--- config.mk ---
export PLATFORM = sky130hd
export DESIGN_NAME = affinex_point_fifo_flat
export DESIGN_NICKNAME = d
export VERILOG_FILES = /design/src/rtl/affinex_point_fifo_if.sv /design/src/rtl/affinex_point_fifo.sv /design/src/flat_wrapper.sv
export SDC_FILE = /design/constraint.sdc
export NUM_CORES = 1
export LEC_CHECK = 0
export CORE_UTILIZATION = 50
export CTS_BUF_LIST = sky130_fd_sc_hd__clkbuf_16
export DETAILED_ROUTE_END_ITERATION = 16
export GPL_ROUTABILITY_DRIVEN = 0
export HOLD_SLACK_MARGIN = 0.03
export PLACE_DENSITY = 0.82
export SETUP_SLACK_MARGIN = 0.15
export SLEW_MARGIN = 20
export SYNTH_ARGS = -nofsm -noshare
export SYNTH_HDL_FRONTEND = slang
export SYNTH_SLANG_ARGS = --single-unit
--- constraint.sdc ---
create_clock -name clk -period 2.4 [get_ports clk]
set_clock_uncertainty 0.15 [all_clocks]
set_input_delay 0.36 -clock clk [delete_from_list [all_inputs] [get_ports clk]]
set_output_delay 0.36 -clock clk [all_outputs]
set_load 0.01 [all_outputs]
--- src/rtl/affinex_point_fifo_if.sv ---
// Point-buffer bus: CPU coordinate write strobes in, show-ahead point stream out.
// The FIFO takes the slave side; the master side is the CPU/engine environment.
interface affinex_point_fifo_if #(
    parameter int WIDTH = 16
);
    logic             wr_x_valid;
    logic [WIDTH-1:0] wr_x_data;
    logic             wr_y_valid;
    logic [WIDTH-1:0] wr_y_data;
    logic             out_valid;
    logic             out_ready;
    logic [WIDTH-1:0] out_x;
    logic [WIDTH-1:0] out_y;

    modport master (
        output wr_x_valid, wr_x_data, wr_y_valid, wr_y_data, out_ready,
        input  out_valid, out_x, out_y
    );

    modport slave (
        input  wr_x_valid, wr_x_data, wr_y_valid, wr_y_data, out_ready,
        output out_valid, out_x, out_y
    );
endinterface

--- src/rtl/affinex_point_fifo.sv ---
// Pairs CPU-written X/Y halves into points and queues them for the affine engine.
// Sticky error flags report dropped points and Y writes that have no matching X.
module affinex_point_fifo #(
    parameter int WIDTH = 16,
    parameter int DEPTH = 4,
    parameter int CW    = $clog2(DEPTH + 1)
) (
    input  logic                clk,
    input  logic                rst,
    input  logic                clear,
    affinex_point_fifo_if.slave bus,
    output logic [CW-1:0]       count,
    output logic                full,
    output logic                empty,
    output logic                x_pending,
    output logic                overflow,
    output logic                pair_err
);
    localparam int PW = $clog2(DEPTH);

    logic [PW-1:0]    rd_ptr_r;
    logic [PW-1:0]    wr_ptr_r;
    logic [CW-1:0]    count_r;
    logic [WIDTH-1:0] x_hold_r;
    logic             x_pending_r;
    logic             overflow_r;
    logic             pair_err_r;
    logic [WIDTH-1:0] mem_x_r [DEPTH];
    logic [WIDTH-1:0] mem_y_r [DEPTH];

    logic             full_s;
    logic             empty_s;
    logic             pop_s;
    logic             push_req_s;
    logic             push_ok_s;
    logic             drop_s;
    logic             orphan_s;
    logic [WIDTH-1:0] push_x_s;

    // Pointers wrap naturally because DEPTH is a power of two.
    function automatic logic [PW-1:0] ptr_inc(input logic [PW-1:0] p);
        return p + PW'(1);
    endfunction

    // Handshake decode and push/pop arbitration.
    always_comb begin
        full_s     = (count_r == CW'(DEPTH));
        empty_s    = (count_r == CW'(0));
        pop_s      = !empty_s && bus.out_ready;
        push_req_s = bus.wr_y_valid && (bus.wr_x_valid || x_pending_r);
        push_ok_s  = push_req_s && (!full_s || pop_s);
        drop_s     = push_req_s && full_s && !pop_s;
        orphan_s   = bus.wr_y_valid && !bus.wr_x_valid && !x_pending_r;
        if (bus.wr_x_valid) begin
            push_x_s = bus.wr_x_data;
        end else begin
            push_x_s = x_hold_r;
        end
    end

    // Control state: pointers, occupancy, pairing register and sticky flags.
    always_ff @(posedge clk or posedge rst) begin
        if (rst) begin
            rd_ptr_r    <= {PW{1'b0}};
            wr_ptr_r    <= {PW{1'b0}};
            count_r     <= {CW{1'b0}};
            x_hold_r    <= {WIDTH{1'b0}};
            x_pending_r <= 1'b0;
            overflow_r  <= 1'b0;
            pair_err_r  <= 1'b0;
        end else if (clear) begin
            rd_ptr_r    <= {PW{1'b0}};
            wr_ptr_r    <= {PW{1'b0}};
            count_r     <= {CW{1'b0}};
            x_pending_r <= 1'b0;
            overflow_r  <= 1'b0;
            pair_err_r  <= 1'b0;
        end else begin
            if (bus.wr_x_valid && !bus.wr_y_valid) begin
                x_hold_r    <= bus.wr_x_data;
                x_pending_r <= 1'b1;
            end else if (bus.wr_y_valid) begin
                x_pending_r <= 1'b0;
            end
            if (push_ok_s) begin
                wr_ptr_r <= ptr_inc(wr_ptr_r);
            end
            if (pop_s) begin
                rd_ptr_r <= ptr_inc(rd_ptr_r);
            end
            case ({push_ok_s, pop_s})
                2'b10:   count_r <= count_r + CW'(1);
                2'b01:   count_r <= count_r - CW'(1);
                default: count_r <= count_r;
            endcase
            if (drop_s) begin
                overflow_r <= 1'b1;
            end
            if (orphan_s) begin
                pair_err_r <= 1'b1;
            end
        end
    end

    // Point storage; contents need no reset because count gates visibility.
    always_ff @(posedge clk) begin
        if (!clear && push_ok_s) begin
            mem_x_r[wr_ptr_r] <= push_x_s;
            mem_y_r[wr_ptr_r] <= bus.wr_y_data;
        end
    end

    // Show-ahead head entry, forced to zero while empty.
    always_comb begin
        if (empty_s) begin
            bus.out_x = {WIDTH{1'b0}};
            bus.out_y = {WIDTH{1'b0}};
        end else begin
            bus.out_x = mem_x_r[rd_ptr_r];
            bus.out_y = mem_y_r[rd_ptr_r];
        end
    end

    assign bus.out_valid = !empty_s;
    assign count         = count_r;
    assign full          = full_s;
    assign empty         = empty_s;
    assign x_pending     = x_pending_r;
    assign overflow      = overflow_r;
    assign pair_err      = pair_err_r;
endmodule

--- src/flat_wrapper.sv ---
// flat-port wrapper written by rule: the top's interface ports become plain ports
module affinex_point_fifo_flat 
#(
    parameter int WIDTH = 16,
    parameter int DEPTH = 4,
    parameter int CW    = $clog2(DEPTH + 1)
)
  (clk, rst, clear, count, full, empty, x_pending, overflow, pair_err, bus_wr_x_valid, bus_wr_x_data, bus_wr_y_valid, bus_wr_y_data, bus_out_ready, bus_out_valid, bus_out_x, bus_out_y);
  affinex_point_fifo_if #(.WIDTH(WIDTH)) bus_i ();
  input  logic clk;
  input  logic rst;
  input  logic clear;
  output logic [CW-1:0] count;
  output logic full;
  output logic empty;
  output logic x_pending;
  output logic overflow;
  output logic pair_err;
  input wire logic [$bits(bus_i.wr_x_valid)-1:0] bus_wr_x_valid;
  input wire logic [$bits(bus_i.wr_x_data)-1:0] bus_wr_x_data;
  input wire logic [$bits(bus_i.wr_y_valid)-1:0] bus_wr_y_valid;
  input wire logic [$bits(bus_i.wr_y_data)-1:0] bus_wr_y_data;
  input wire logic [$bits(bus_i.out_ready)-1:0] bus_out_ready;
  output wire logic [$bits(bus_i.out_valid)-1:0] bus_out_valid;
  output wire logic [$bits(bus_i.out_x)-1:0] bus_out_x;
  output wire logic [$bits(bus_i.out_y)-1:0] bus_out_y;
  assign bus_i.wr_x_valid = bus_wr_x_valid;
  assign bus_i.wr_x_data = bus_wr_x_data;
  assign bus_i.wr_y_valid = bus_wr_y_valid;
  assign bus_i.wr_y_data = bus_wr_y_data;
  assign bus_i.out_ready = bus_out_ready;
  assign bus_out_valid = bus_i.out_valid;
  assign bus_out_x = bus_i.out_x;
  assign bus_out_y = bus_i.out_y;
  affinex_point_fifo #(.WIDTH(WIDTH), .DEPTH(DEPTH), .CW(CW)) u_core (.clk(clk), .rst(rst), .clear(clear), .bus(bus_i), .count(count), .full(full), .empty(empty), .x_pending(x_pending), .overflow(overflow), .pair_err(pair_err));
endmodule
==> impl_results.md <==
* Detailed Routing Iterations Pass 1 at 4
* Routed wirelength normalized by instance count at 19.27 microns
* Post-Layout Inst Area at 8302 sq um
* Post-Synthesis Net Count at 365
* Main area contributors after synthesis: sky130_fd_sc_hd__edfxtp_1 (62%), sky130_fd_sc_hd__mux4_2 (12%), sky130_fd_sc_hd__dfrtp_1 (10%), sky130_fd_sc_hd__mux2_2 (5.6%), sky130_fd_sc_hd__and2_1 (3.7%)
* Number of enable flip-flop cells after synthesis at 128
* Effective utilization at floorplan at 51.58%
* Top flip-flop cell by instance count after synthesis: sky130_fd_sc_hd__edfxtp_1
* Most area-hungry cell type in the Yosys netlist: sky130_fd_sc_hd__edfxtp_1
* Worst skew pair latency at 0.42 ns
* Path class of the lowest-slack min-delay path: in2async
* Area share of the leading cell type in the synthesized netlist at 61.53%
* Number of global-route vias before repair at 3588
* Yosys Warn Count at 0
* Most common cell after layout, fill and taps aside: sky130_fd_sc_hd__edfxtp_1
* Number of cells produced by synthesis at 322
* Critical Path Start Type: flop
* CTS tree: done
* Placeable core region at 12110 sq um
* Number of vias after detailed routing at 3330
* Critical path arrival at 1.97 ns
* Dpl hpwl at 7.444 mm
* Placed instance count at 579
* Clk sinks at 154
* Commonest cells after routing, fill and taps aside: sky130_fd_sc_hd__edfxtp_1 (128), sky130_fd_sc_hd__clkdlybuf4s50_1 (43), sky130_fd_sc_hd__buf_6 (33)
* H-Tree Level Count at 4
* Final Slew Violations at 0
* Share of flip-flops with an asynchronous set or reset at 16.88%
* Slew of the pin with the lowest slew margin at 0.4109 ns
* Synthesized area at 6247 sq um
* FF+latch count, synth at 154
* Fmax at 0.4030 GHz
* Final critical delay including setup and external delays at 2.481 ns
* Buffer cell driving the clock tree root: sky130_fd_sc_hd__clkbuf_16
* Max Cap Viol at 0
* Number of DRC violations after detailed routing at 0
* Critical path fanouts, max at 8
* Overall track demand over capacity in global routing at 21.13%
* Register area share after synthesis at 71.94%
* Global routing met2 resource utilization at 34.43%
* Antenna Diode Count at 0
* Setup_tns at -1.156 ns
* I/O pin count at 79
* Total setup violations reported at the end of the flow at 20
* Hold buffers post-CTS at 0
* Maximum count of clock buffers along a single path at 2
* RSZ-0062 raised after global routing: yes
* Fraction of layout instances using a drive strength above 1 at 43.94%
* Detailed Route Iter0 Violations at 166
* Antenna violations before repair at 0
* Hold violation count in the final report at 0
* Syn-to-layout area delta at 32.89%
* Static leakage at 2.992 nW
* Slew margin rel. at 72.54%
* Critical path type: reg2out
* Final instance count without filler cells at 630
* Run status: finished with violations
* Antenna Nets Post-Route at 0
* Met3 Resource Use GR at 5.685%
* Wire length of the first global-routing pass at 19.58 mm
* Post-route fraction of the period consumed by the critical path at 103.4%
* Clock transition at the registers of the reported paths at 0.06 ns
* Number of buffers created by CTS at 17
* Die Ht at 113.8 microns
* Routed vias/inst at 5.286
* Distinct cell type count after synthesis at 35
* Avg Cell Area, Syn at 19.40 sq um
* Worst vdd ir at 0.5176 mV
* Met1 GRT Util at 27.17%
* Remaining global-route overflow at 0
* Number of placement rows at 40
* Quantity of I/O buffers inserted on ports at 78
* Failing checks: setup timing
* Pin count of the biggest net entering global routing at 28
* Die Width at 113.8 microns
* Required time at the worst-slack endpoint at 1.89 ns
* Final wirelength at 12.14 mm
* Critical Path Sink Type: primary output
* Final core area utilization at 68.54%
* DP Area at 7453 sq um
* Power density of the placed cells at 975.6 nW/um^2
* Final Hold Slack at 0.1715 ns
* Post-layout worst setup margin at -0.08109 ns
* Floorplan die area at 12950 sq um
* Count of nets after finishing at 492
* GRT Max-Usage Layer: met2
==> final timing paths <==
check	start	to	slack, ns	cells after the start
setup / recovery	u_core.rd_ptr_r[0]	bus_out_y[7]	-0.08	6
hold / removal	rst	u_core.x_hold_r[7]	0.17	3
setup reg to reg	u_core.count[0]	u_core.count[2]	0.28	7
hold reg to reg	u_core.x_hold_r[11]	u_core.x_hold_r[11]	0.34	1
max in group asynchronous	rst	u_core.rd_ptr_r[0]	1.63	3
min in group clk	u_core.x_hold_r[11]	u_core.x_hold_r[11]	0.34	1
==> layer usage <==
layer,vias up,part of all wire [%]
met5,-,0
li1,1510,-
met3,19,4.7
met2,102,52
met1,1699,42
met4,0,1.8
==> per-stage QoR <==
stage	total power, W	setup WS, ns
2_1_floorplan	0.004287	0.1437
3_3_place_gp	0.005202	0.06736
3_5_place_dp	0.005245	0.01073
4_1_cts	0.007855	-0.1421
5_1_grt	0.008434	-0.1508
6_report	0.008099	-0.08109
==> logic make-up (layout without fill, tap and decap cells) <==
kind of cell	Yosys count	in the layout	synth area share, %
buffers and inverters	21	161	1.642
XOR/XNOR	3	3	0.4207
multiplexers	66	66	17.64
AND/OR/NAND/NOR	61	61	5.988
adder cells (fa/ha/maj)	5	5	1.122
flip-flops	154	154	71.94
AO/OA/AOI/OAI	12	12	1.242
==> power by group <==
part	internal (W)	leakage [nW]	switching, W
Combinational	0.00158	1.24	0.00104
Clock	0.00139	0.275	0.000967
Sequential	0.00306	1.48	0.0000643
==> synth_stat cells, types with 3 or more instances <==
cell type,count
sky130_fd_sc_hd__ha_1,4
sky130_fd_sc_hd__a21oi_1,3
sky130_fd_sc_hd__inv_1,5
sky130_fd_sc_hd__buf_4,3
sky130_fd_sc_hd__mux2_2,31
sky130_fd_sc_hd__buf_2,4
sky130_fd_sc_hd__nor2_1,8
sky130_fd_sc_hd__edfxtp_1,128
sky130_fd_sc_hd__nor3_1,3
sky130_fd_sc_hd__and2_1,37
sky130_fd_sc_hd__clkbuf_1,8
sky130_fd_sc_hd__mux4_2,32
sky130_fd_sc_hd__o21ai_0,4
sky130_fd_sc_hd__dfrtp_1,26
==> worst max-delay path, stage by stage (launching register included) <==
cell and delay [ns]:
sky130_fd_sc_hd__dfrtp_2 0.43, sky130_fd_sc_hd__buf_6 0.12, sky130_fd_sc_hd__buf_12 0.09, sky130_fd_sc_hd__buf_16 0.13
sky130_fd_sc_hd__mux4_2 0.50, sky130_fd_sc_hd__and2_1 0.14, sky130_fd_sc_hd__buf_2 0.13
==> sequential cells by signal, indices dropped and copies added, names as in the netlist <==
register,flops
u_core.count,3
u_core.mem_x_r,64
u_core.mem_y_r,64
u_core.overflow,1
u_core.pair_err,1
u_core.rd_ptr_r,2
u_core.wr_ptr_r,2
u_core.x_hold_r,16
u_core.x_pending,1
==> repair_timing <==
| action | in CTS | in global routing |
|---|---|---|
| resized for setup | 167 | 38 |
| endpoints found under the hold margin | 0 | 0 |
| pin swaps | 30 | 1 |
| buffers inserted | 17 | 1 |
| cloned | 1 | 0 |
| setup endpoints to repair | 35 | 34 |
==> final cells by class <==
cell class | count | area, sq um
clock buffer | 17 | 425.4
clock inverter | 15 | 98.84
fill | 806 | 3810
sequential | 154 | 4498
multi-input combinational | 147 | 1718
timing repair buffer | 124 | 1333
tap | 168 | 210.2
inverter | 5 | 18.77
(Power assumes the default switching activity.)
